File: src/rtl/sub12u_pkg.sv
// Shared widths, operand/result types and reference arithmetic for the approximate 12-bit subtractor.
// Error statistics are compiled in only when SUB12U_ERRSTAT_EN is defined.
package sub12u_pkg;

  localparam int W     = 12;
  localparam int K     = 8;
  localparam int CNT_W = 16;

  typedef logic [W-1:0] opnd_t;
  typedef logic [W:0]   res_t;   // {borrow, d}
  typedef logic [W-K:0] hi_t;    // {borrow, d[W-1:K]}

  function automatic res_t exact_sub(opnd_t a, opnd_t b);
    return {1'b0, a} - {1'b0, b};
  endfunction

  function automatic res_t abs_diff(res_t x, res_t y);
    return (x >= y) ? (x - y) : (y - x);
  endfunction

endpackage

File: src/rtl/sub12u_approx_core.sv
// Combinational approximate subtractor: low K bits pass the minuend through, upper bits are
// subtracted exactly using a borrow guessed from bit K-1 alone.
module sub12u_approx_core
  import sub12u_pkg::*;
(
  input  logic [W-1:0] a_i,
  input  logic [W-1:0] b_i,
  output logic [W:0]   res_o
);

  logic bor_est;
  hi_t  a_hi;
  hi_t  b_hi;
  hi_t  hi_diff;

  // Borrow out of the low field is certain only when b's top low bit is set and a's is clear.
  assign bor_est = b_i[K-1] & ~a_i[K-1];
  assign a_hi    = {1'b0, a_i[W-1:K]};
  assign b_hi    = {1'b0, b_i[W-1:K]};
  assign hi_diff = a_hi - b_hi - hi_t'(bor_est);
  assign res_o   = {hi_diff, a_i[K-1:0]};

endmodule

File: src/rtl/sub12u_approx_pipe.sv
// Two-stage valid/ready pipeline around sub12u_approx_core (S1 = operands, S2 = result).
// Define SUB12U_ERRSTAT_EN to add err_max/err_cnt ports fed by a parallel exact subtractor.
module sub12u_approx_pipe
  import sub12u_pkg::*;
(
  input  logic             clk,
  input  logic             rst_n,
  input  logic             in_valid,
  output logic             in_ready,
  input  logic [W-1:0]     a,
  input  logic [W-1:0]     b,
  output logic             out_valid,
  input  logic             out_ready,
  output logic [W-1:0]     d,
  output logic             borrow
`ifdef SUB12U_ERRSTAT_EN
  ,
  output logic [W:0]       err_max,
  output logic [CNT_W-1:0] err_cnt
`endif
);

  logic  s1_valid_q, s1_valid_d;
  opnd_t s1_a_q, s1_a_d;
  opnd_t s1_b_q, s1_b_d;
  logic  s2_valid_q, s2_valid_d;
  res_t  s2_res_q, s2_res_d;
  res_t  core_res;
  logic  s1_adv;
  logic  out_fire;

  // Handshake: a side transfers on valid & ready. S2 may load whenever it is empty or being
  // drained (s1_adv); S1 may load when empty or moving into S2. out_valid is purely registered.
  assign s1_adv    = ~s2_valid_q | out_ready;
  assign in_ready  = ~s1_valid_q | s1_adv;
  assign out_valid = s2_valid_q;
  assign out_fire  = s2_valid_q & out_ready;
  assign d         = s2_res_q[W-1:0];
  assign borrow    = s2_res_q[W];

  sub12u_approx_core u_core (
    .a_i   (s1_a_q),
    .b_i   (s1_b_q),
    .res_o (core_res)
  );

  always_comb begin
    s1_valid_d = s1_valid_q;
    s1_a_d     = s1_a_q;
    s1_b_d     = s1_b_q;
    if (in_ready) begin
      s1_valid_d = in_valid;
      if (in_valid) begin
        s1_a_d = a;
        s1_b_d = b;
      end
    end
  end

  always_comb begin
    s2_valid_d = s2_valid_q;
    s2_res_d   = s2_res_q;
    if (s1_adv) begin
      s2_valid_d = s1_valid_q;
      if (s1_valid_q) begin
        s2_res_d = core_res;
      end
    end
  end

  always_ff @(posedge clk or negedge rst_n) begin
    if (!rst_n) begin
      s1_valid_q <= 1'b0;
      s1_a_q     <= '0;
      s1_b_q     <= '0;
      s2_valid_q <= 1'b0;
      s2_res_q   <= '0;
    end else begin
      s1_valid_q <= s1_valid_d;
      s1_a_q     <= s1_a_d;
      s1_b_q     <= s1_b_d;
      s2_valid_q <= s2_valid_d;
      s2_res_q   <= s2_res_d;
    end
  end

`ifdef SUB12U_ERRSTAT_EN
  res_t             s1_exact_q, s1_exact_d;
  res_t             s2_exact_q, s2_exact_d;
  res_t             err_max_q, err_max_d;
  logic [CNT_W-1:0] err_cnt_q, err_cnt_d;
  res_t             err_now;

  assign err_now = abs_diff(s2_res_q, s2_exact_q);
  assign err_max = err_max_q;
  assign err_cnt = err_cnt_q;

  // The exact result travels alongside the approximate one so both leave S2 together.
  always_comb begin
    s1_exact_d = s1_exact_q;
    s2_exact_d = s2_exact_q;
    if (in_ready && in_valid) begin
      s1_exact_d = exact_sub(a, b);
    end
    if (s1_adv && s1_valid_q) begin
      s2_exact_d = s1_exact_q;
    end
  end

  always_comb begin
    err_max_d = err_max_q;
    err_cnt_d = err_cnt_q;
    if (out_fire) begin
      if (err_now > err_max_q) begin
        err_max_d = err_now;
      end
      if ((err_now != '0) && (err_cnt_q != {CNT_W{1'b1}})) begin
        err_cnt_d = err_cnt_q + CNT_W'(1);
      end
    end
  end

  always_ff @(posedge clk or negedge rst_n) begin
    if (!rst_n) begin
      s1_exact_q <= '0;
      s2_exact_q <= '0;
      err_max_q  <= '0;
      err_cnt_q  <= '0;
    end else begin
      s1_exact_q <= s1_exact_d;
      s2_exact_q <= s2_exact_d;
      err_max_q  <= err_max_d;
      err_cnt_q  <= err_cnt_d;
    end
  end
`else
  logic unused_fire;
  assign unused_fire = out_fire;
`endif

endmodule

File: config.mk
export PLATFORM = sky130hd
export DESIGN_NAME = sub12u_approx_pipe
export DESIGN_NICKNAME = d
export VERILOG_FILES = /design/src/rtl/sub12u_pkg.sv /design/src/rtl/sub12u_approx_core.sv /design/src/rtl/sub12u_approx_pipe.sv
export SDC_FILE = /design/constraint.sdc
export NUM_CORES = 1
export LEC_CHECK = 0
export ABC_CLOCK_PERIOD_IN_PS = 2700
export BUFFER_PORTS_ARGS = -buffer_cell sky130_fd_sc_hd__buf_2
export CAP_MARGIN = 25
export CORE_MARGIN = 2
export CORE_UTILIZATION = 57
export CTS_BUF_LIST = sky130_fd_sc_hd__clkbuf_8
export DETAILED_ROUTE_END_ITERATION = 7
export GPL_TIMING_DRIVEN = 0
export HOLD_SLACK_MARGIN = 0.02
export PLACE_DENSITY_LB_ADDON = 0.15
export SYNTH_ARGS = -nofsm -noshare
export SYNTH_HDL_FRONTEND = slang
export SYNTH_SLANG_ARGS = --single-unit
File: constraint.sdc
create_clock -name clk -period 2.7 [get_ports clk]
set_input_delay 0.135 -clock clk [delete_from_list [all_inputs] [get_ports clk]]
set_output_delay 0.135 -clock clk [all_outputs]
set_load 0.01 [all_outputs]
* After elaboration in Yosys (flattened, before gate mapping) *
Index checks and enable logic that the tools add are counted.

word-level totals
  register bits = 39
  word-level logic and storage cells = 15
  output and inout bits = 15
  input port bits = 28

cells by class
  bitwise logic cells = 6
  reductions and logical operators = 2
  $add $sub $neg = 2

operators with widths
  operator          number
  $sub 4x4->5       1
  $sub 5x1->5       1
  $reduce_and 2->1  2
  $not 1->1         3
  $or 1x1->1        2
  $and 1x1->1       1

* Logic depth before layout (Yosys ltp) *
  depth in word-level cells = 4
  mapped depth = 7
  depth with buffers taken out = 7

* Modules after synthesis *
From an unflattened synthesis, not the netlist that was laid out.

unflattened totals
  cell total of the unflattened synthesis = 117
  area, all modules = 1849.3 sq um

by module, submodules not included
  module              cells an instance  sequential area each (sq um)  instances  area each (sq um)
  sub12u_approx_pipe  85                 975.9                         1          1579.0
  sub12u_approx_core  32                 0.0                           1          270.3

* Least setup slack after synthesis *
Ideal clock, no wire load.

  kind = flip-flop to flip-flop
  from = register s1_a_q[7]
  to = register s2_res_q[11]
  arrival time = 1.671 ns
  clock period less this slack = 1.766 ns
  required time = 2.605 ns
  path buffers = 0
  path slack = 0.934 ns
  cell stages (with the launch flop) = 8
  cells stage by stage = dfrtp_1 nand2b_1 fa_1 inv_1 ha_1 o21ai_0 a31oi_1 o31ai_1

on the way
  longest elaborated chain between the ends = 3

ends and longest elaborated chain
  element                 RTL line                  RTL
  from (decl)             sub12u_approx_pipe.sv:24  opnd_t s1_a_q, s1_a_d;
  from (signal assigned)  sub12u_approx_pipe.sv:74  s1_a_q <= '0;
  from (signal assigned)  sub12u_approx_pipe.sv:80  s1_a_q <= s1_a_d;
  $not 1->1               sub12u_approx_core.sv:17  assign bor_est = b_i[K-1] & ~a_i[K-1];
  $and 1x1->1             sub12u_approx_core.sv:17
  $sub 5x1->5             sub12u_approx_core.sv:20  assign hi_diff = a_hi - b_hi - hi_t'(bor_est);
  to (signal assigned)    sub12u_approx_pipe.sv:83  s2_res_q <= s2_res_d;
  to (decl)               sub12u_approx_pipe.sv:27  res_t s2_res_q, s2_res_d;

No other way between the ends.
A chain may end at the register's enable or synchronous reset.

* Final worst setup path *
Ends and elaborated chain as after synthesis.

==> flow_metrics.env <==
export IMPL_status="finished, final reports clean"
export IMPL_cts_clk_slew_worst_paths_ns=0.06
export IMPL_ff2ff_path_depth=7
export IMPL_reg2reg_from="s1_a_q[7]"
export IMPL_core_area_um2=2480
export IMPL_viasPerCell=5.21
export IMPL_pwr_share_seq_pct=46.7
export IMPL_die_width_um=55.1
export IMPL_drive_gt1_share_pct=48.0
export IMPL_synth_fp_nets=141
export IMPL_drc=0
export IMPL_cts_buffers=5
export IMPL_yosysTopAreaCell="dfrtp_1"
export IMPL_io_buffers=35
export IMPL_dr_pass1_iters=2
export IMPL_cts_root_buffer="clkbuf_8"
export IMPL_routabilityCongestion=0.793
export IMPL_postCtsHoldBufs=1
export IMPL_ys_types=24
export IMPL_setup_viol=0
export IMPL_drv_cap=0
export IMPL_grt_overflow=0
export IMPL_fp_dieH_um=55.1
export IMPL_yosysMostFrequentCell="dfrtp_1"
export IMPL_grt_use_total_pct=21.2
export IMPL_grt_pass1_wl_um=4220
export IMPL_clkPwrFrac_pct=24.5
export IMPL_dieArea_um2=3040
export IMPL_place_inst=170
export IMPL_vias=928
export IMPL_cp_arrival_ns=2.12
export IMPL_area_growth_pct=20.2
export IMPL_h_tree_depth=2
export IMPL_post_cts_setup_buffer_count=0
export IMPL_synth_top_family_by_area="multiplexers"
export IMPL_crit_slowest_cell="fa_1"
export IMPL_synthXorXnorAreaFrac_pct=1.18
export IMPL_hold_path_class="primary input to flip-flop"
export IMPL_async_flop_share_pct=100
export IMPL_detail_route_antenna_nets=0
export IMPL_cp_startpoint="s1_a_q[7]"
export IMPL_worst_path_buf_inv=1
export IMPL_cts_resized=0
export IMPL_leakagePower_nw=0.910
export IMPL_slew_headroom_pct=53.7
export IMPL_end_kind="flip-flop"
export IMPL_min_from="a[4]"
export IMPL_cts_tree="built"
export IMPL_worst_setup_path_start_kind="flip-flop"
export IMPL_dp_hpwl_um=1830
export IMPL_internal_power_mw=0.967
export IMPL_tns_ns=0
export IMPL_cts_sinks=32
export IMPL_swShare_pct=30.2
export IMPL_synthTopCellsByArea="dfrtp_1, mux2_2, mux2_4"
export IMPL_critPathMaxStageDelay_ns=0.50
export IMPL_finalNetCount=184
export IMPL_syn_inst=105
export IMPL_synth_top_area_share_pct=53.7
export IMPL_critical_path_depth=7
export IMPL_yosys_area_share_simple_pct=6.38
export IMPL_io_pins=43
export IMPL_grt_setup_unrepaired="false"
export IMPL_worst_pin_slew_ns=0.695
export IMPL_path_cells="nand2b_1 -> fa_1 -> inv_1 -> ha_1 -> o21ai_0 -> a31oi_1 -> o31ai_1"
export IMPL_yosys_warnings=0
export IMPL_n_antenna_cell=0
export IMPL_r2r_setup_slack_ns=0.77
export IMPL_synth_seq_cells=32
export IMPL_period_share_pct=71.4
export IMPL_hold_viol_final=0
export IMPL_required_ns=2.89
export IMPL_power_frac_comb_pct=28.8
export IMPL_p_total_mw=1.38
export IMPL_synth_edf_count=0
export IMPL_netlist_area_um2=1490
export IMPL_holdPathStages=2
export IMPL_cp_top_family="adder cells"
export IMPL_antenna_found_initial=0
export IMPL_skew_ns=0.00529
export IMPL_pwr_density_cell_nw_per_um2=773
export IMPL_timing_hold_ws_ns=0.0783
export IMPL_path_class="flip-flop to flip-flop"
export IMPL_max_freq_mhz=519
export IMPL_synth_adder_area_share_pct=7.72
export IMPL_grt_pass1_vias=954
export IMPL_synth_compound_area_share_pct=5.21
export IMPL_final_cells=178
export IMPL_totalWireLength_um=2580
export IMPL_start_util_pct=60.2
export IMPL_drt_iter0_markers=3
export IMPL_syn_area_per_cell_um2=14.2
export IMPL_netSwitchingPower_mw=0.418
export IMPL_clk_path_buf_depth=2
export IMPL_finalCriticalPeriod_ns=1.93
export IMPL_yosys_top_cells_count="dfrtp_1, mux2_2, inv_1"
export IMPL_grt_max_degree=33
export IMPL_ys_seq_area_share_pct=53.7
export IMPL_peakVddDrop_mv=0.575
export IMPL_slew_violations=0
export IMPL_clock_latency_ns=0.28
export IMPL_critPathMaxFanout=3
export IMPL_rows=18
export IMPL_synth_main_ff_cell="dfrtp_1"
export IMPL_wl_per_cell_um=14.5
export IMPL_synthMuxAreaShare_pct=21.4
cell type report:
cell class	instances	area, µm²
flip-flops and latches	32	801
clock buffers	5	68.8
plain buffers	1	20.0
repair buffers	36	185
inverters	12	45.0
multi-input cells	60	624
clock inverters	2	8.76
fillers	187	687
well taps	30	37.5
power by group through the flow:
stage / sequential, mW / combinational, mW / clock, mW
detailed placement: 0.654 / 0.402 / 0
global placement: 0.644 / 0.386 / 0
global route: 0.663 / 0.455 / 0.366
CTS: 0.648 / 0.407 / 0.345
finish: 0.647 / 0.398 / 0.340
floorplan: 0.678 / 0.231 / 0
state kept, by name, summed over array words and instances (netlist names):
| signal | cells |
|---|---|
| out_valid | 1 |
| s1_b_q | 5 |
| s1_a_q | 12 |
| s1_valid_q | 1 |
| s2_res_q | 13 |
kinds of logic after synthesis:
group                    Yosys count
AO/OA/AOI/OAI                     14
flip-flops                        32
buffers and inverters             13
adder cells (fa/ha/maj)            8
multiplexers                      25
XOR/XNOR                           2
AND/OR/NAND/NOR                   11
final timing paths:
path / end
worst min-delay path: s1_a_q[4]
worst max register to register: s2_res_q[11]
min in group asynchronous: s2_res_q[10]
worst min register to register: s2_res_q[7]
max in group asynchronous: s2_res_q[11]
worst max-delay path: s2_res_q[11]
worst reg2reg max path, delay by kind of cell, from the launching register on:
family          cells  cell delay [ns]
fa+ha+maj           2             0.66
compound gates      3             0.58
flops               1             0.38
simple gates        1             0.16
buf+inv             1             0.05
placed cells by master (no fill, tap or decap):
cell type	count
buf_2	35
dfrtp_1	32
mux2_2	15
inv_1	13
mux2_4	10
o21ai_0	9
ha_1	6
clkbuf_8	5
nand2b_1	2
a31oi_1	2
fa_1	2
nand3b_4	1
nand2_4	1
buf_12	1
nand2_2	1
and4_1	1
and2b_1	1
o31ai_1	1
xor2_1	1
xnor2_1	1
nor2_4	1
or2b_1	1
nand2_1	1
a21boi_0	1
or3_1	1
a21oi_1	1
clkinv_2	1
dlygate4sd3_1	1
metrics by stage:
step           worst slack (ns)  utilization [%]  cell area (µm²)
5_1_grt                   0.609             72.3             1790
6_report                  0.772             72.3             1790
2_1_floorplan             0.934                -             1490
4_1_cts                   0.774             72.3             1790
3_5_place_dp              0.799             68.7             1700
3_3_place_gp              0.858             68.7             1700
per-layer routing:
metal,vias to the layer above,share of wire (%),routed length [µm],track usage [%]
met4,0,2.3,60,13.4
met2,27,52,1350,36.3
met1,447,41,1050,23.2
li1,447,-,-,-
met3,7,4.7,122,5.65
met5,-,0,0,0
Note: power is estimated with default switching activity, not from simulation.
